==> src/rtl/bms_share_sequencer_if.sv <==
// rtl/bms_share_sequencer_if.sv - request/ack bus to the shared FP unit
interface bms_share_sequencer_if;
    logic        op_req;
    logic [1:0]  op_code;
    logic [31:0] op_a;
    logic [31:0] op_b;
    logic        op_ack;
    logic [31:0] op_result;

    modport master (output op_req, op_code, op_a, op_b, input op_ack, op_result);
    modport slave  (input op_req, op_code, op_a, op_b, output op_ack, op_result);
endinterface

==> src/rtl/bms_share_sequencer.sv <==
// rtl/bms_share_sequencer.sv - SOC-weighted pack current split over a shared FP unit
module bms_share_sequencer #(
    parameter int OP_TIMEOUT = 64
) (
    input  logic                         clk,
    input  logic                         rst_n,
    input  logic                         start,
    input  logic [31:0]                  soc1,
    input  logic [31:0]                  soc2,
    input  logic [31:0]                  soc3,
    input  logic [31:0]                  soc4,
    input  logic [31:0]                  I,
    bms_share_sequencer_if.master        fp,
    output logic [31:0]                  i1,
    output logic [31:0]                  i2,
    output logic [31:0]                  i3,
    output logic [31:0]                  i4,
    output logic                         busy,
    output logic                         done,
    output logic                         err
);
    localparam int CW = $clog2(OP_TIMEOUT + 1);
    localparam logic [1:0] OP_ADD = 2'b00;
    localparam logic [1:0] OP_MUL = 2'b01;
    localparam logic [1:0] OP_RCP = 2'b10;

    typedef enum logic [2:0] {
        S_IDLE, S_CLASSIFY, S_RECIP, S_SUM, S_DEN_RECIP, S_SCALE, S_SHARE, S_FINISH
    } state_t;

    state_t      r_state;
    state_t      w_next;
    logic [31:0] r_soc [4];
    logic [31:0] r_w   [4];
    logic [31:0] r_r   [4];
    logic [31:0] r_i   [4];
    logic [31:0] r_I;
    logic [31:0] r_acc;
    logic [31:0] r_rden;
    logic [31:0] r_kscale;
    logic [1:0]  r_idx;
    logic [CW-1:0] r_cnt;
    logic        r_err;

    logic        w_zero;
    logic        w_sel;
    logic        w_ack;
    logic        w_timeout;
    logic        w_last;
    logic        w_op_state;
    logic [1:0]  w_op_code;
    logic [31:0] w_op_a;
    logic [31:0] w_op_b;

    // Classification is pure bit testing on the latched pack current
    assign w_zero    = (r_I[30:0] == 31'd0);
    assign w_sel     = r_I[31];
    // Acks only count while a request is outstanding
    assign w_ack     = fp.op_req & fp.op_ack;
    assign w_timeout = fp.op_req & ~fp.op_ack & (r_cnt == CW'(OP_TIMEOUT - 1));
    assign w_last    = (r_state == S_SUM) ? (r_idx == 2'd2) :
                       ((r_state == S_RECIP) || (r_state == S_SHARE)) ? (r_idx == 2'd3) : 1'b1;

    // State register
    always_ff @(posedge clk or negedge rst_n) begin
        if (!rst_n) r_state <= S_IDLE;
        else        r_state <= w_next;
    end

    // Next-state decode; every operation stage leaves early on timeout
    always_comb begin
        w_next = r_state;
        case (r_state)
            S_IDLE:      if (start) w_next = S_CLASSIFY;
            S_CLASSIFY:  w_next = w_zero ? S_FINISH : (w_sel ? S_RECIP : S_SUM);
            S_RECIP:     if (w_timeout) w_next = S_FINISH; else if (w_ack && w_last) w_next = S_SUM;
            S_SUM:       if (w_timeout) w_next = S_FINISH; else if (w_ack && w_last) w_next = S_DEN_RECIP;
            S_DEN_RECIP: if (w_timeout) w_next = S_FINISH; else if (w_ack) w_next = S_SCALE;
            S_SCALE:     if (w_timeout) w_next = S_FINISH; else if (w_ack) w_next = S_SHARE;
            S_SHARE:     if (w_timeout) w_next = S_FINISH; else if (w_ack && w_last) w_next = S_FINISH;
            S_FINISH:    w_next = S_IDLE;
            default:     w_next = S_IDLE;
        endcase
    end

    // Operand selection for the pending operation, plus status decode
    always_comb begin
        w_op_state = 1'b1;
        w_op_code  = OP_ADD;
        w_op_a     = 32'd0;
        w_op_b     = 32'd0;
        case (r_state)
            S_RECIP:     begin w_op_code = OP_RCP; w_op_a = r_soc[r_idx]; end
            S_SUM:       begin
                             w_op_a = (r_idx == 2'd0) ? r_w[0] : r_acc;
                             w_op_b = r_w[r_idx + 2'd1];
                         end
            S_DEN_RECIP: begin w_op_code = OP_RCP; w_op_a = r_acc; end
            S_SCALE:     begin w_op_code = OP_MUL; w_op_a = r_I; w_op_b = r_rden; end
            S_SHARE:     begin w_op_code = OP_MUL; w_op_a = r_w[r_idx]; w_op_b = r_kscale; end
            default:     w_op_state = 1'b0;
        endcase
        busy = (r_state != S_IDLE);
        done = (r_state == S_FINISH);
    end

    assign err = r_err;
    assign i1  = r_i[0];
    assign i2  = r_i[1];
    assign i3  = r_i[2];
    assign i4  = r_i[3];

    // Datapath: latch inputs, run the request/ack handshake, store results
    always_ff @(posedge clk or negedge rst_n) begin
        if (!rst_n) begin
            for (int k = 0; k < 4; k++) begin
                r_soc[k] <= '0;
                r_w[k]   <= '0;
                r_r[k]   <= '0;
                r_i[k]   <= '0;
            end
            r_I        <= '0;
            r_acc      <= '0;
            r_rden     <= '0;
            r_kscale   <= '0;
            r_idx      <= '0;
            r_cnt      <= '0;
            r_err      <= 1'b0;
            fp.op_req  <= 1'b0;
            fp.op_code <= '0;
            fp.op_a    <= '0;
            fp.op_b    <= '0;
        end else begin
            if (r_state == S_IDLE && start) begin
                r_soc[0] <= soc1;
                r_soc[1] <= soc2;
                r_soc[2] <= soc3;
                r_soc[3] <= soc4;
                r_I      <= I;
                r_err    <= 1'b0;
            end
            if (r_state == S_CLASSIFY) begin
                r_idx <= '0;
                if (w_zero) begin
                    for (int k = 0; k < 4; k++) r_i[k] <= '0;
                end else if (!w_sel) begin
                    for (int k = 0; k < 4; k++) r_w[k] <= r_soc[k];
                end
            end
            if (w_op_state) begin
                if (!fp.op_req) begin
                    fp.op_req  <= 1'b1;
                    fp.op_code <= w_op_code;
                    fp.op_a    <= w_op_a;
                    fp.op_b    <= w_op_b;
                    r_cnt      <= '0;
                end else if (fp.op_ack) begin
                    fp.op_req <= 1'b0;
                    r_idx     <= w_last ? 2'd0 : r_idx + 2'd1;
                    case (r_state)
                        S_RECIP:     r_w[r_idx] <= fp.op_result;
                        S_SUM:       r_acc      <= fp.op_result;
                        S_DEN_RECIP: r_rden     <= fp.op_result;
                        S_SCALE:     r_kscale   <= fp.op_result;
                        default:     r_r[r_idx] <= fp.op_result;
                    endcase
                    // Publish the split on the final share so it is visible with done
                    if (r_state == S_SHARE && w_last) begin
                        r_i[0] <= r_r[0];
                        r_i[1] <= r_r[1];
                        r_i[2] <= r_r[2];
                        r_i[3] <= fp.op_result;
                    end
                end else if (w_timeout) begin
                    fp.op_req <= 1'b0;
                    r_err     <= 1'b1;
                end else begin
                    r_cnt <= r_cnt + 1'b1;
                end
            end
        end
    end
endmodule

==> src/flat_wrapper.sv <==
// flat-port wrapper written by rule: the top's interface ports become plain ports
module bms_share_sequencer_flat 
#(
    parameter int OP_TIMEOUT = 64
)
  (clk, rst_n, start, soc1, soc2, soc3, soc4, I, i1, i2, i3, i4, busy, done, err, fp_op_req, fp_op_code, fp_op_a, fp_op_b, fp_op_ack, fp_op_result);
  bms_share_sequencer_if fp_i ();
  input  logic clk;
  input  logic rst_n;
  input  logic start;
  input  logic [31:0] soc1;
  input  logic [31:0] soc2;
  input  logic [31:0] soc3;
  input  logic [31:0] soc4;
  input  logic [31:0] I;
  output logic [31:0] i1;
  output logic [31:0] i2;
  output logic [31:0] i3;
  output logic [31:0] i4;
  output logic busy;
  output logic done;
  output logic err;
  output wire logic [$bits(fp_i.op_req)-1:0] fp_op_req;
  output wire logic [$bits(fp_i.op_code)-1:0] fp_op_code;
  output wire logic [$bits(fp_i.op_a)-1:0] fp_op_a;
  output wire logic [$bits(fp_i.op_b)-1:0] fp_op_b;
  input wire logic [$bits(fp_i.op_ack)-1:0] fp_op_ack;
  input wire logic [$bits(fp_i.op_result)-1:0] fp_op_result;
  assign fp_op_req = fp_i.op_req;
  assign fp_op_code = fp_i.op_code;
  assign fp_op_a = fp_i.op_a;
  assign fp_op_b = fp_i.op_b;
  assign fp_i.op_ack = fp_op_ack;
  assign fp_i.op_result = fp_op_result;
  bms_share_sequencer #(.OP_TIMEOUT(OP_TIMEOUT)) u_core (.clk(clk), .rst_n(rst_n), .start(start), .soc1(soc1), .soc2(soc2), .soc3(soc3), .soc4(soc4), .I(I), .fp(fp_i), .i1(i1), .i2(i2), .i3(i3), .i4(i4), .busy(busy), .done(done), .err(err));
endmodule
==> config.mk <==
export PLATFORM = sky130hd
export DESIGN_NAME = bms_share_sequencer_flat
export DESIGN_NICKNAME = d
export VERILOG_FILES = /design/src/rtl/bms_share_sequencer_if.sv /design/src/rtl/bms_share_sequencer.sv /design/src/flat_wrapper.sv
export SDC_FILE = /design/constraint.sdc
export NUM_CORES = 1
export LEC_CHECK = 0
export CAP_MARGIN = 40
export CELL_PAD_IN_SITES_DETAIL_PLACEMENT = 1
export CELL_PAD_IN_SITES_GLOBAL_PLACEMENT = 1
export CORE_ASPECT_RATIO = 0.5
export CORE_MARGIN = 3
export CORE_UTILIZATION = 41
export DETAILED_ROUTE_END_ITERATION = 10
export PLACE_DENSITY_LB_ADDON = 0.1
export SLEW_MARGIN = 20
export SYNTH_ARGS = -nofsm -noshare
export SYNTH_HDL_FRONTEND = slang
export SYNTH_SLANG_ARGS = --single-unit
==> constraint.sdc <==
create_clock -name clk -period 2.9 [get_ports clk]
set_input_delay 0.87 -clock clk [delete_from_list [all_inputs] [get_ports clk]]
set_output_delay 0.87 -clock clk [all_outputs]
set_load 0.005 [all_outputs]
=== After elaboration in Yosys (flattened, before gate mapping) ===
Index checks and enable logic that the tools add are counted.

* Output and inout bits: 198
* Register bits after elaboration: 720
* Word-level logic and storage cells: 142
* Memories kept: 0
* Bits in latches: 0
* Memory bits (writable): 0
* Memory bits (read-only): 0
* Input bits: 196

* Shift operators: 0
* Order comparisons: 3
* Equal/unequal tests: 18
* $mul: 0
* Reductions and logical operators: 20
* Divide/modulo/power cells: 0
* Bitwise logic cells: 8
* Add/subtract/negate cells: 2
* Muxes and demuxes: 63

{| class="wikitable"
|+ Operators with widths
! cell !! count
|-
| $mux 128 || 13
|-
| $bwmux 128 || 2
|-
| $mux 32 || 8
|-
| $bmux 32 s2 || 3
|-
| $pmux 32 s5 || 1
|-
| $pmux 32 s3 || 1
|-
| $demux 32 s2 || 1
|-
| $mux 3 || 12
|-
| $logic_not 31->1 || 1
|-
| $pmux 3 s8 || 1
|-
| $mux 7 || 3
|-
| $reduce_and 4->1 || 4
|-
| $eq 3x3->1 const B || 4
|-
| $mux 1 || 12
|-
| $mux 2 || 5
|-
| $ne 3x1->1 const B || 3
|-
| $add 7x1->7 const B || 1
|-
| $eq 7x6->1 const B || 1
|-
| $eq 3x2->1 const B || 2
|-
| $ge 3x3->1 const B || 2
|-
| $ne 2x2->1 const B || 3
|-
| $ne 3x2->1 const B || 2
|-
| $not 2->3 || 2
|-
| $reduce_and 6->1 || 1
|-
| other kinds (17) || 26
|}

=== Logic depth before layout (Yosys ltp) ===
Gate-level depths: netlist of the first run.

* Depth after elaboration: 10
* Mapped depth: 12

=== Worst setup path before layout of the first run ===
Ideal clock, no wire load.

* Kind: reg-to-reg
* Start point: reg u_core.r_idx[0]
* End point: reg u_core.fp.op_b[10]
* Data required time: 2.767 ns
* Path buffers: 5
* Cell stages (with the launch flop): 11
* Arrival time: 2.569 ns
* Library setup time: 0.133 ns
* Setup slack: 0.197 ns
* Clock period less this slack: 2.703 ns
* Cells stage by stage: dfrtp_1 buf_2 buf_2 buf_1 inv_1 ha_1 clkbuf_1 clkbuf_1 mux4_2 a21oi_1 o21ai_0

* Word-level cells in the longest chain between the ends: 6

{| class="wikitable"
|+ RTL lines
! what !! line !! text
|-
| start, declared || bms_share_sequencer.sv:41 || <nowiki>logic [1:0] r_idx;</nowiki>
|-
| start signal, assigned || bms_share_sequencer.sv:159 || <nowiki>r_idx <= w_last ? 2'd0 : r_idx + 2'd1;</nowiki>
|-
| $add 2x1->2 || bms_share_sequencer.sv:96 || <nowiki>w_op_b = r_w[r_idx + 2'd1];</nowiki>
|-
| $not 2->3 (not written as such) || bms_share_sequencer.sv:96 ||
|-
| $bmux 32 s2 || bms_share_sequencer.sv:96 ||
|-
| $mux 32 (not written as such) (2 in a row) || bms_share_sequencer.sv:96 ||
|-
| $pmux 32 s3 || bms_share_sequencer.sv:92 || <nowiki>case (r_state)</nowiki>
|-
| end signal, assigned || bms_share_sequencer.sv:155 || <nowiki>fp.op_b <= w_op_b;</nowiki>
|-
| end, declared || bms_share_sequencer_if.sv:10 || <nowiki>modport master (output op_req, op_code, op_a, op_b, input op_ack, op_result);</nowiki>
|}

No other way between the ends. The select of a mux whose other input is x is not followed.
A chain may end at the register's enable or synchronous reset.

=== Worst setup path in the final report of the first run ===
* Start point: reg u_core.r_state[1]
* End point: out busy

* Word-level cells in the longest chain between the ends: 1

{| class="wikitable"
|+ RTL lines
! what !! line !! text
|-
| start, declared || bms_share_sequencer.sv:31 || <nowiki>state_t r_state;</nowiki>
|-
| start signal, assigned || bms_share_sequencer.sv:67 || <nowiki>else r_state <= w_next;</nowiki>
|-
| $reduce_bool 3->1 || bms_share_sequencer.sv:103 || <nowiki>busy = (r_state != S_IDLE);</nowiki>
|-
| end, declared || flat_wrapper.sv:20 || <nowiki>output logic busy;</nowiki>
|}

No other way between the ends.

==> results.md, run 1 <==
- Status: finished, final reports clean
- DRC: 0
- Largest net degree at the start of global routing: 75
- Adder-cell share of the synthesized area: less than 1%
- Setup-failing EPs final: 0
- Initial core utilization: between 40% and 50%
- Kind of critical path: reg -> out
- Area after DPL: between 0.03 and 0.04 mm²
- Fill cell count: between 7000 and 8000
- Worst Path Required: between 2000 and 2500 ps
- Max Fclk: between 300 and 400 MHz
- Share of synthesized registers carrying an async set or reset: 100%
- Final net count: about 2900
- Max-cap violation count: 0
- Bufs on Longest Clock Path: 3
- CORE AREA: 0.0734 mm²
- Die Span Y: between 150 and 200 µm
- Crit-path max FO: 3
- Setup TNS: 0 ps
- Rel. slew slack: between 40% and 50%
- Leakage: around 17 nW
- Worst r2r src: u_core.r_I[15]
- Syn Inst Count: between 2000 and 2500
- Clock Pin Slew Worst Setup and Hold Paths: 70 ps
- Final period utilization: a little over nine tenths
- RSZ-0062 raised after global routing: false
- Synth Area in Compound Gates: between 10 and 15%
- Crit. End Element: output pin
- IO buf count: 393
- Synth Area in XOR/XNOR: less than 1%
- Final core utilization: a little over half
- Setup Skew: about 32 ps
- Crit path DAT: 1920 ps
- 1st-pass router iterations: 5
- Syn nets: 2485
- First-pass GRT wire length: between 150000 and 200000 µm
- CP max stage cell: clkdlybuf4s50_1
- Hold WC Path Type: in -> async
- Clock latency on the worst-skew pair: between 600 and 700 ps
- Vias: 21466
- Mapped Area: between 0.03 and 0.04 mm²
- Congestion Overflow GR: 0
- Root Driver: clkbuf_16
- Slowest Stage Delay on Critical Path: roughly 480 ps
- Site Rows: 70
- Final Instance Area: 0.0388 mm²
- Drt total wl: around 100000 µm
- Die area: a little under 0.08 mm²
- Endpoints failing hold: 0
- Vias in the first global route: 23406
- GRT Util Overall: a little over a quarter
- Reg2Reg Depth: 7
- Clock period minus worst slack: between 2000 and 3000 ps
- Commonest cells after routing, fill and taps aside: dfrtp_1, clkdlybuf4s50_1, mux2_2
- Boundary Pins: approximately 390
- Main combinational cell family by area after synthesis: multiplexers
- DR iter-0 viols: between 1000 and 1500
- Initial antenna violation count: 9
- Critical-path cell list: buf_4, nor3_2, inv_1, clkdlybuf4s50_1
- Ys Warns: 0
- Die width: around 390 µm
- CTS hold repair buffers: 0
- Flop2flop setup slack: ~120 ps
- Multiplexer share of the synthesized area: between 20% and 30%
- Post-DP HPWL: around 67000 µm
- Vias/cell: between 5 and 6
- Final Slew Violations: 0
- Top cells by area, synth: dfrtp_1, mux2_2, mux4_2
- Worst setup SP type: register
- Post-synth EDFFs: 0
- Sequential fraction of the synthesis area: a little under three fifths
- GPL Wtd Cong: a little over 0.8
- Worst vdd ir: approximately 0.0005 V
- Actual slew at the worst max-slew pin: about 860 ps
- Commonest non-fill, non-tap cell in the layout: dfrtp_1
- Setup crit end: busy
- TritonCTS clock tree: built
- Area grow syn2layout: 27.2%
- TritonCTS Buffers: 67
- WL/cell: 27.6 µm
- Synth top area share: between 50 and 60%
- Syn_area_per_cell: around 13 µm²
- Post-synthesis register bit count: about 690
- Synth cell types: 59
- Clock sinks: roughly 690
- Htree depth: 3
- Layout cells sized above 1: a little over a quarter
- Simple-gate portion of the synthesized area: about 4.1%
- Worst r2r dst: u_core.r_w[48]
- Main flop type after synthesis: dfrtp_1
- PD cells: roughly 1100 mW/mm²
- Post-route ant nets: 0
- Area leader, netlist: dfrtp_1
- Critical Path Source: u_core.r_state[1]
[state kept, by name (all words and copies together) (netlist names), 7 cells and up]
signal / count
u_core.r_w: 128
u_core.r_cnt: 7
u_core.r_acc: 32
u_core.i4: 32
u_core.i3: 32
u_core.r_I: 32
u_core.i2: 32
u_core.r_soc: 128
u_core.r_r: 96
u_core.fp.op_b: 32
u_core.r_rden: 32
u_core.i1: 32
u_core.r_kscale: 32
u_core.fp.op_a: 32
[final cells by class]
type | instances | area (µm²) | share of cell area, %
Inverter | 11 | 41.3 | 0.106
Multi-Input combinational cell | 1371 | 12500 | 32.1
Clock buffer | 92 | 1980 | 5.11
Antenna cell | 6 | 15.0 | 0.0387
Timing Repair Buffer | 521 | 5500 | 14.2
Sequential cell | 688 | 17200 | 44.4
Tap cell | 972 | 1220 | 3.13
Clock inverter | 22 | 404 | 1.04
[cells in the mapped netlist, drive strengths merged, types with 5 or more instances]
library cell    n
a21oi         131
a222oi         32
a22o          128
a22oi          65
a31oi          33
buf           119
clkbuf         92
dfrtp         688
ha              8
inv            11
mux2          352
mux2i         128
mux4           96
nand2          76
nand3           8
nor2          175
nor3           10
nor4            8
o21ai          70
xnor2           5
[layer usage]
layer / up-vias / share of wire [%] / global-route usage (%)
met5: - / 0.023 / 0
li1: 9202 / - / -
met1: 11597 / 45 / 36.3
met3: 153 / 4.0 / 3.73
met2: 510 / 48 / 42.8
met4: 4 / 2.8 / 8.31
[stage by stage]
| step | hold slack (ps) | cells | setup WS (ps) | power (mW) |
|---|---|---|---|---|
| 2_1_floorplan | 459 | 2281 | 197 | 25.6 |
| 3_3_place_gp | 466 | 3554 | 99.7 | 31.8 |
| 3_5_place_dp | 468 | 3554 | 60.5 | 32.4 |
| 4_1_cts | 136 | 3673 | 4.12 | 42.4 |
| 5_1_grt | 159 | 3682 | 12.5 | 44.5 |
| 6_report | 160 | 3683 | 113 | 42.2 |
[worst min-delay path by stage]
| stage | depth (start not counted) | to | slack (ps) |
|---|---|---|---|
| after floorplan | 1 | u_core.r_kscale[7] | 460 |
| after global placement | 2 | u_core.fp.op_code[0] | 470 |
| after detailed placement | 2 | u_core.fp.op_code[0] | 470 |
| after CTS | 1 | u_core.r_w[60] | 140 |
| after global routing | 1 | u_core.r_w[60] | 160 |
| final | 1 | u_core.r_w[60] | 160 |
[repair_timing]
action / CTS / global route
setup endpoints to repair: 2 / 2
gates resized for setup: 4 / 0
buffers inserted: 5 / 2
[worst max-delay path: cells and delay by family (launching register included)]
| kind | cells | cell delay (ps) |
|---|---|---|
| buf+inv | 3 | 710 |
| flops | 1 | 420 |
| simple gates | 1 | 170 |
[where the power goes]
group	internal, mW	total (mW)	switching (mW)
clock network	5.77	9.72	3.96
logic	8.61	15.5	6.91
registers	13.7	17.0	3.27
[kinds of logic after synthesis]
family / Yosys count
xor+xnor: 5
flops: 688
compound gates: 483
simple gates: 299
mux: 576
buf+inv: 222
fa+ha+maj: 8
No activity file was read; power rests on OpenSTA's default activity.
==> run 2: changes to the inputs <==
- CORE_UTILIZATION: 41 -> 47
- DONT_BUFFER_PORTS: unset -> 1
==> run 2 against run 1 <==
  * Register-to-register slack better by 40 ps
  * Largest power group unchanged
  * Non-clock buffer count is 438 lower
  * Highest routed layer unchanged
  * Sequential share of layout area is 6.4 points higher
  * Combinational power is 17% lower
  * Flip-flop and latch count stayed put
  * Via count is 9.2% lower
  * Critical endpoint is now u_core.i4[29]
  * Clock skew is 3.1 ps lower
  * Global-route usage is 0.78 points higher
==> results.md, run 2 (same netlist as run 1, synthesis figures left out) <==
- Status: finished, final reports clean
- Fill cell count: 6182 (-15%)
- Biggest regs: u_core.r_soc (128), u_core.r_w (128), u_core.r_r (96)
- Rel. slew slack: 20.6% (-22 points)
- Die width: 367 µm (-6.5%)
- Post-route ant nets: 0 (unchanged)
- Vias: 19485 (-9.2%)
- Worst Path Required: 3440 ps (+1410 ps)
- Endpoints failing hold: 0 (unchanged)
- TritonCTS Buffers: 66 (-1.5%)
- Crit. End Element: register
- Clock period minus worst slack: 2740 ps (-43.3 ps)
- Leakage: 15.3 nW (-11%)
- CORE AREA: 0.0637 mm² (-13%)
- DR iter-0 viols: 1648 (+22%)
- Final worst slack: 157 ps (+43.3 ps)
- Vias/cell: 6.19 (+6.2%)
- Vias in the first global route: 20580 (-12%)
- Worst vdd ir: 0.000548 V (+9.8%)
- GR Util met3: 5.75% (+2.0 points)
- RSZ-0062 raised after global routing: false
- Setup-failing EPs final: 0 (unchanged)
- Clock Pin Slew Worst Setup and Hold Paths: 70 ps (about the same)
- Commonest cells after routing, fill and taps aside: dfrtp_1, mux2_2, nor2_1
- 1st-pass router iterations: 8 (+3)
- Die area: 0.0683 mm² (-12%)
- Htree depth: 3 (unchanged)
- Boundary Pins: 394 (unchanged)
- IO buf count: 0 (-100%)
- Drt total wl: 92500 µm (-9.1%)
- GRT Util Overall: 26.9% (+0.78 points)
- Commonest non-fill, non-tap cell in the layout: dfrtp_1
- Met1 GRT Util: 37.0% (+0.64 points)
- TritonCTS clock tree: built
- Critical-path cell list: inv_1, ha_1, nor3b_1, o21ai_0, and3_4, nor2_4, buf_12, a22o_1
- Final net count: 2425 (-15%)
- Largest net degree at the start of global routing: 689 (+820%)
- Max Fclk: 365 MHz (+1.6%)
- Bufs on Longest Clock Path: 3 (unchanged)
- Post-DP HPWL: 59400 µm (-12%)
- DP Worst Slack: 252 ps (+192 ps)
- Congestion Overflow GR: 0 (unchanged)
- Die Span Y: 186 µm (-6.4%)
- Clock sinks: 688 (unchanged)
- Global-route layer with the greatest usage: met2
- PD cells: 1150 mW/mm² (+5.4%)
- DRC: 0 (unchanged)
- WL/cell: 29.4 µm (+6.3%)
- Area grow syn2layout: 11.1%
- First-pass GRT wire length: 138000 µm (-9.4%)
- Setup TNS: 0 ps (unchanged)
- Setup Skew: 28.5 ps (-3.08 ps)
- Slowest Stage Delay on Critical Path: 510 ps (+30 ps)
- Initial antenna violation count: 12 (+3)
- Site Rows: 65 (-7.1%)
- Layout cells sized above 1: 28.8% (+2.5 points)
- Root Driver: clkbuf_16
- Grt met2 use: 44.1% (+1.3 points)
- Final period utilization: 94.6% (-1.5 points)
- Crit-path max FO: 58 (+55)
- Worst setup SP type: register
- Final Slew Violations: 0 (unchanged)
- CP max stage cell: nor2_4
- Kind of critical path: reg -> reg
- Actual slew at the worst max-slew pin: 1190 ps (+335 ps)
- Clock latency on the worst-skew pair: 620 ps (-20 ps)
- Hold WC Path Type: in -> async
- Post-CTS Setup Inserts: 0 (-5)
- GPL Wtd Cong: 0.817 (+0.22%)
- Crit path DAT: 3290 ps (+1370 ps)
- Max-cap violation count: 0 (unchanged)
- Initial core utilization: 48.0% (+6.3 points)
-- run 2: cell types whose count changed in the layout (fill, tap and decap cells not counted), moves of 2 or more --
| cell | delta |
|---|---|
| clkdlybuf4s50_1 | -392 |
| bufinv_16 | -6 |
| clkbuf_16 | -3 |
| inv_6 | +2 |
| clkbuf_1 | +9 |
| clkbuf_8 | -6 |
| buf_4 | -23 |
| clkinv_2 | +3 |
| dfrtp_2 | -3 |
| dfrtp_1 | +3 |
| clkinvlp_4 | +2 |
| diode_2 | +5 |
| buf_16 | +4 |
| buf_12 | -25 |
-- run 2: report_power, final --
part           internal (mW)  switching (mW)  total (mW)
clock network           4.94            3.84        8.78
registers               13.7            3.52        17.2
logic                   6.85            6.02        12.9
-- run 2: stage by stage --
stage	hold slack (ps)	cell area [µm²]	power (mW)	util [%]	std cells
after floorplan	459	30500	25.6	-	2281
after global placement	469	31700	29.5	49.7	3019
after detailed placement	483	31700	30.0	49.7	3019
after CTS	-84.8	33800	38.9	53.0	3133
after global routing	59.3	33900	41.2	53.3	3146
final	88.5	33900	38.9	53.3	3149
-- run 2: area by class of cell --
cell class,count,area [µm²],share of cell area (%)
inverters,11,41.3,0.122
flip-flops and latches,688,17200,50.8
well taps,871,1090,3.21
clock buffers,92,1860,5.48
diodes,11,27.5,0.0811
multi-input cells,1371,12400,36.7
clock inverters,22,255,0.752
repair buffers,83,991,2.92
-- run 2: what timing repair did --
action	4_1_cts	5_1_grt
endpoints found under the hold margin	312	37
resized for setup	0	1
endpoints found under the setup margin	0	1
-- run 2: routing by layer --
metal | share of wire (%) | wire [µm]
met3 | 6.0 | 5540
met2 | 49 | 45100
met4 | 2.1 | 1920
met5 | 0.037 | 34
met1 | 43 | 39800
-- run 2: final timing paths --
| check | start | end | slack [ps] | cells past startpoint |
|---|---|---|---|---|
| worst max register to register | u_core.r_idx[0] | u_core.i4[29] | 160 | 8 |
| worst min register to register | u_core.r_r[107] | u_core.i1[11] | 480 | 1 |
| worst max-delay path | u_core.r_idx[0] | u_core.i4[29] | 160 | 8 |
| max in group asynchronous | rst_n | u_core.i2[3] | 450 | 3 |
| min in group clk | fp_op_result[18] | u_core.r_w[82] | 380 | 2 |
| worst min-delay path | rst_n | u_core.r_acc[25] | 90 | 1 |
-- run 2: critical path: cells and delay by family (launching register included) --
family,cells,cell delay (ps)
flops,1,440
buf+inv,2,440
fa+ha+maj,1,270
compound gates,2,400
simple gates,3,1050
